<file path="src/rtl/vga_timing_pkg.sv">
// VGA raster timing package: default 800x600@60 mode, count width and a
// helper that derives line/frame totals and sync windows from porch widths.
package vga_timing_pkg;

  localparam int CNT_W     = 11;
  localparam int MAX_TOTAL = 2048;

  localparam int DEF_H_VISIBLE = 800;
  localparam int DEF_H_FRONT   = 40;
  localparam int DEF_H_SYNC    = 128;
  localparam int DEF_H_BACK    = 88;
  localparam int DEF_V_VISIBLE = 600;
  localparam int DEF_V_FRONT   = 1;
  localparam int DEF_V_SYNC    = 4;
  localparam int DEF_V_BACK    = 23;

  typedef struct packed {
    int total;
    int sync_start;
    int sync_len;
  } axis_cfg_t;

  function automatic axis_cfg_t axis_cfg(
    input int visible,
    input int front,
    input int sync,
    input int back
  );
    axis_cfg_t c;
    c.total      = visible + front + sync + back;
    c.sync_start = visible + front;
    c.sync_len   = sync;
    return c;
  endfunction

endpackage

</file>
<file path="src/rtl/vga_axis_counter.sv">
// One raster axis: next-count, wrap and blank/sync decode of the next count.
// Ports: count (current registered value), step -> count_nxt, blank, sync, wrap.
module vga_axis_counter
  import vga_timing_pkg::*;
#(
  parameter int TOTAL      = 1056,
  parameter int VISIBLE    = 800,
  parameter int SYNC_START = 840,
  parameter int SYNC_LEN   = 128,
  parameter bit SYNC_POL   = 1'b1
) (
  input  logic [CNT_W-1:0] count,
  input  logic             step,
  output logic [CNT_W-1:0] count_nxt,
  output logic             blank,
  output logic             sync,
  output logic             wrap
);

  // One bit wider so a sync window ending at 2048 still compares cleanly.
  localparam logic [CNT_W:0] LAST = (CNT_W+1)'(TOTAL - 1);
  localparam logic [CNT_W:0] VIS  = (CNT_W+1)'(VISIBLE);
  localparam logic [CNT_W:0] SS   = (CNT_W+1)'(SYNC_START);
  localparam logic [CNT_W:0] SE   = (CNT_W+1)'(SYNC_START + SYNC_LEN);

  logic [CNT_W:0] cur_w;
  logic [CNT_W:0] nxt_w;
  logic           in_sync;

  assign cur_w = {1'b0, count};
  assign nxt_w = {1'b0, count_nxt};
  assign wrap  = step && (cur_w == LAST);

  always_comb begin
    count_nxt = count;
    if (step) begin
      count_nxt = wrap ? '0 : count + 1'b1;
    end
  end

  assign in_sync = (nxt_w >= SS) && (nxt_w < SE);
  assign blank   = nxt_w >= VIS;
  assign sync    = in_sync ? SYNC_POL : ~SYNC_POL;

endmodule

</file>
<file path="src/rtl/vga_timing_gen.sv">
// Programmable VGA timing generator; counts, sync, blank and frame_start
// all leave the same register stage. Ports: pclk, rst (async low), en.
module vga_timing_gen
  import vga_timing_pkg::*;
#(
  parameter int H_VISIBLE  = DEF_H_VISIBLE,
  parameter int H_FRONT    = DEF_H_FRONT,
  parameter int H_SYNC     = DEF_H_SYNC,
  parameter int H_BACK     = DEF_H_BACK,
  parameter int V_VISIBLE  = DEF_V_VISIBLE,
  parameter int V_FRONT    = DEF_V_FRONT,
  parameter int V_SYNC     = DEF_V_SYNC,
  parameter int V_BACK     = DEF_V_BACK,
  parameter bit H_SYNC_POL = 1'b1,
  parameter bit V_SYNC_POL = 1'b1
) (
  input  logic             pclk,
  input  logic             rst,
  input  logic             en,
  output logic [CNT_W-1:0] hcount_out,
  output logic [CNT_W-1:0] vcount_out,
  output logic             hsync_out,
  output logic             vsync_out,
  output logic             hblnk_out,
  output logic             vblnk_out,
  output logic             frame_start
);

  localparam axis_cfg_t H_CFG =
    axis_cfg(H_VISIBLE, H_FRONT, H_SYNC, H_BACK);
  localparam axis_cfg_t V_CFG =
    axis_cfg(V_VISIBLE, V_FRONT, V_SYNC, V_BACK);

  if (H_CFG.total > MAX_TOTAL) begin : g_h_total_chk
    $error("vga_timing_gen: H_TOTAL exceeds 2048");
  end
  if (V_CFG.total > MAX_TOTAL) begin : g_v_total_chk
    $error("vga_timing_gen: V_TOTAL exceeds 2048");
  end

  logic [CNT_W-1:0] h_nxt;
  logic [CNT_W-1:0] v_nxt;
  logic             h_blank;
  logic             v_blank;
  logic             h_sync;
  logic             v_sync;
  logic             h_wrap;
  logic             v_wrap;

  vga_axis_counter #(
    .TOTAL      (H_CFG.total),
    .VISIBLE    (H_VISIBLE),
    .SYNC_START (H_CFG.sync_start),
    .SYNC_LEN   (H_CFG.sync_len),
    .SYNC_POL   (H_SYNC_POL)
  ) u_h (
    .count     (hcount_out),
    .step      (en),
    .count_nxt (h_nxt),
    .blank     (h_blank),
    .sync      (h_sync),
    .wrap      (h_wrap)
  );

  vga_axis_counter #(
    .TOTAL      (V_CFG.total),
    .VISIBLE    (V_VISIBLE),
    .SYNC_START (V_CFG.sync_start),
    .SYNC_LEN   (V_CFG.sync_len),
    .SYNC_POL   (V_SYNC_POL)
  ) u_v (
    .count     (vcount_out),
    .step      (en & h_wrap),
    .count_nxt (v_nxt),
    .blank     (v_blank),
    .sync      (v_sync),
    .wrap      (v_wrap)
  );

  // v_wrap already implies en, so a frozen (0,0) never re-strobes.
  always_ff @(posedge pclk or negedge rst) begin
    if (!rst) begin
      hcount_out  <= '0;
      vcount_out  <= '0;
      hsync_out   <= ~H_SYNC_POL;
      vsync_out   <= ~V_SYNC_POL;
      hblnk_out   <= 1'b0;
      vblnk_out   <= 1'b0;
      frame_start <= 1'b0;
    end else begin
      hcount_out  <= h_nxt;
      vcount_out  <= v_nxt;
      hsync_out   <= h_sync;
      vsync_out   <= v_sync;
      hblnk_out   <= h_blank;
      vblnk_out   <= v_blank;
      frame_start <= h_wrap & v_wrap;
    end
  end

endmodule

</file>
<file path="config.mk">
export PLATFORM = sky130hd
export DESIGN_NAME = vga_timing_gen
export DESIGN_NICKNAME = d
export VERILOG_FILES = /design/src/rtl/vga_timing_pkg.sv /design/src/rtl/vga_axis_counter.sv /design/src/rtl/vga_timing_gen.sv
export SDC_FILE = /design/constraint.sdc
export NUM_CORES = 1
export LEC_CHECK = 0
export ABC_AREA = 1
export ABC_CLOCK_PERIOD_IN_PS = 3600
export CORE_MARGIN = 4
export CORE_UTILIZATION = 47
export DETAILED_ROUTE_END_ITERATION = 8
export HOLD_SLACK_MARGIN = 0.02
export PLACE_DENSITY = 0.76
export RECOVER_POWER = 25
export SLEW_MARGIN = 25
export SYNTH_ARGS = -nofsm -noshare
export SYNTH_HDL_FRONTEND = slang
export SYNTH_HIERARCHICAL = 1
export SYNTH_SLANG_ARGS = --single-unit
</file>
<file path="constraint.sdc">
create_clock -name pclk -period 3.6 [get_ports pclk]
set_clock_uncertainty 0.1 [all_clocks]
set_input_delay 0.54 -clock pclk [delete_from_list [all_inputs] [get_ports pclk]]
set_output_delay 0.54 -clock pclk [all_outputs]
set_load 0.03 [all_outputs]
</file>
==> flow_summary.json <==
{
  "synth_warnings": 6,
  "p_per_area_mw_per_mm2": 510,
  "clock_sinks": 27,
  "met1_usage": 0.258,
  "fin_crit_ns": 2.75,
  "die_h_um": 68.7,
  "critical_path_arrival_ns": 2.85,
  "hold_viol_final": 0,
  "first_pass_iters": 4,
  "syn2layout_area_growth_pct": 22.3,
  "ys_seq_elements": 27,
  "fin_crit_sh": 0.765,
  "io_pins": 30,
  "grt_max_degree": 28,
  "nFillCells": 324,
  "dp.cells": 307,
  "final_layout_size_suffix_gt1_frac": 0.162,
  "crit_type": "primary input to flop",
  "first_iter_violations": 118,
  "report.final.slew_viol_count": 0,
  "start_util": 0.502,
  "outcome": "complete, no violations",
  "grt_pass1_wl_um": 6520,
  "pre_cts_slack_ns": 0.577,
  "setup_tns_ns": 0,
  "maxCapViolCount": 0,
  "detail-route-antenna-nets": 0,
  "io_buffers": 29,
  "yosysUniqueCellTypes": 26,
  "drt_wl_total_um": 3660,
  "setup_viol": 0,
  "ctsResizeCount": 0,
  "grt_pass1_vias": 1423,
  "cts_tree": "built",
  "post-synth-top-count-cell": "nand2_1",
  "wl_per_cell_um": 11.8,
  "fin_cells": 311,
  "async_flop_share": 1.00,
  "hold_buffers": 0,
  "nNetsFinal": 271,
  "cp-start-kind": "primary input",
  "slew_headroom": 0.0638,
  "synth.largest_area_cell": "dfrtp_1",
  "n_antenna_cell": 0,
  "cts-htree-levels": 1,
  "antenna_found_initial": 0,
  "path_max_fanout": 11,
  "synth_nets": 237,
  "syn_avg_cell_area_um2": 7.45,
  "cts_buffers": 3,
  "routed_via_density": 4.84,
  "cts_root_buf": "clkbuf_8",
  "dp_hpwl_um": 2870,
  "clock_path_buffers": 2,
  "timing.fmax_ghz": 0.363,
  "synth_common_cells": "nand2_1, inv_1, dfrtp_1",
  "p_leak_nw": 1.02,
  "fp-row-count": 21,
  "synth_top_area_frac": 0.391,
  "post_cts_buffers": 0,
  "gp_congestion": 0.880,
  "hp-class": "flop to flop",
  "path_clk_slew_ns": 0.09,
  "crit_required_ns": 3.70,
  "grt.total_usage": 0.180,
  "power_w": 0.00108,
  "peakVddDrop_v": 0.000430,
  "synth_cells": 232,
  "synth_area_mm2": 0.00173,
  "postLayoutCoreUtil": 0.614,
  "tightest_slew_ns": 1.40,
  "grt.overflow.total": 0,
  "clk_latency_ns": 0.26,
  "grtUsageMet3": 0.0340,
  "busiest_layer": "met2",
  "die_w_um": 68.7,
  "synthTopCellsByArea": "dfrtp_1, nand2_1, inv_1, nand3_1, nor2_4",
  "rsz0062_at_grt": "no",
  "use_met2": 0.282,
  "drc": 0,
  "core-area_mm2": 0.00344,
  "synth_edf_count": 0,
  "end_kind": "flop",
  "die-area_mm2": 0.00471,
  "num_vias": 1505,
  "setup_slack_ns": 0.846,
  "synth_flop_cell": "dfrtp_1",
  "ys_seq_area_frac": 0.391
}
-- layout make-up --
type | instances | area [um^2] | area share
flip-flops and latches | 27 | 676 | 0.320
inverters | 45 | 171 | 0.0811
clock buffers | 4 | 45.0 | 0.0213
repair buffers | 31 | 302 | 0.143
well taps | 46 | 57.6 | 0.0272
multi-input cells | 158 | 863 | 0.408
-- worst paths after layout --
check                              start       endpoint  slack (ns)  cells after the start
max                                   en      vsync_out        0.85                     16
min                        hcount_out[1]  hcount_out[1]        0.48                      2
max reg2reg                hcount_out[1]      vsync_out        0.87                     16
min reg2reg                hcount_out[1]  hcount_out[1]        0.48                      2
max in group asynchronous            rst  hcount_out[5]        1.55                      2
min in group asynchronous            rst  hcount_out[0]        1.02                      2
-- flip-flops by register name, summed over array words and instances (netlist names) --
| signal | count |
|---|---|
| hcount_out | 11 |
| vcount_out | 11 |
| frame_start | 1 |
| hblnk_out | 1 |
| hsync_out | 1 |
| vblnk_out | 1 |
| vsync_out | 1 |
-- logic make-up after synthesis --
group / after synthesis / share of synthesized area
simple gates: 144 / 0.433
buf+inv: 47 / 0.110
flops: 27 / 0.391
compound gates: 11 / 0.0463
fa+ha+maj: 2 / 0.0145
xor+xnor: 1 / 0.00507
-- worst max-delay path: stages --
cell             delay (ns)
clkdlybuf4s50_1        0.52
inv_4                  0.06
nor2_4                 0.16
and3_1                 0.20
nand2_1                0.06
inv_1                  0.25
nand2_1                0.15
nor2_2                 0.15
nand3_4                0.14
nand2_1                0.11
nand2_2                0.07
nor2_2                 0.16
nor2_1                 0.06
nand3_1                0.07
nand2_1                0.05
nor2_1                 0.10
-- report_power, final --
group / switching (W) / internal [W]
Clock: 0.0000873 / 0.0000790
Combinational: 0.000295 / 0.000174
Sequential: 0.0000873 / 0.000354
-- per-stage QoR --
stage / instance area [um^2] / hold slack [ns]
6_report: 2110 / 0.478
3_3_place_gp: 2070 / 0.453
2_1_floorplan: 1730 / 0.144
3_5_place_dp: 2070 / 0.466
4_1_cts: 2120 / 0.487
5_1_grt: 2110 / 0.552
-- placed cells by master, fill, tap and decap left out, types with 3 or more instances in the layout --
master            n
nor2_2            7
nand2_2           7
clkbuf_8          3
inv_1            41
nand4_1           6
nand3_2           7
dfrtp_1          27
nand2_1          67
o21ai_0           3
nor2_4            7
nand3_1          20
clkdlybuf4s50_1  28
a21oi_2           3
nor2_1           17
-- per-layer routing --
| metal | wire length [um] | share of wire |
|---|---|---|
| met5 | 0 | 0 |
| met4 | 24 | 0.0066 |
| met3 | 175 | 0.048 |
| met2 | 1670 | 0.45 |
| met1 | 1800 | 0.49 |
Note: power is estimated with default switching activity, not from simulation.
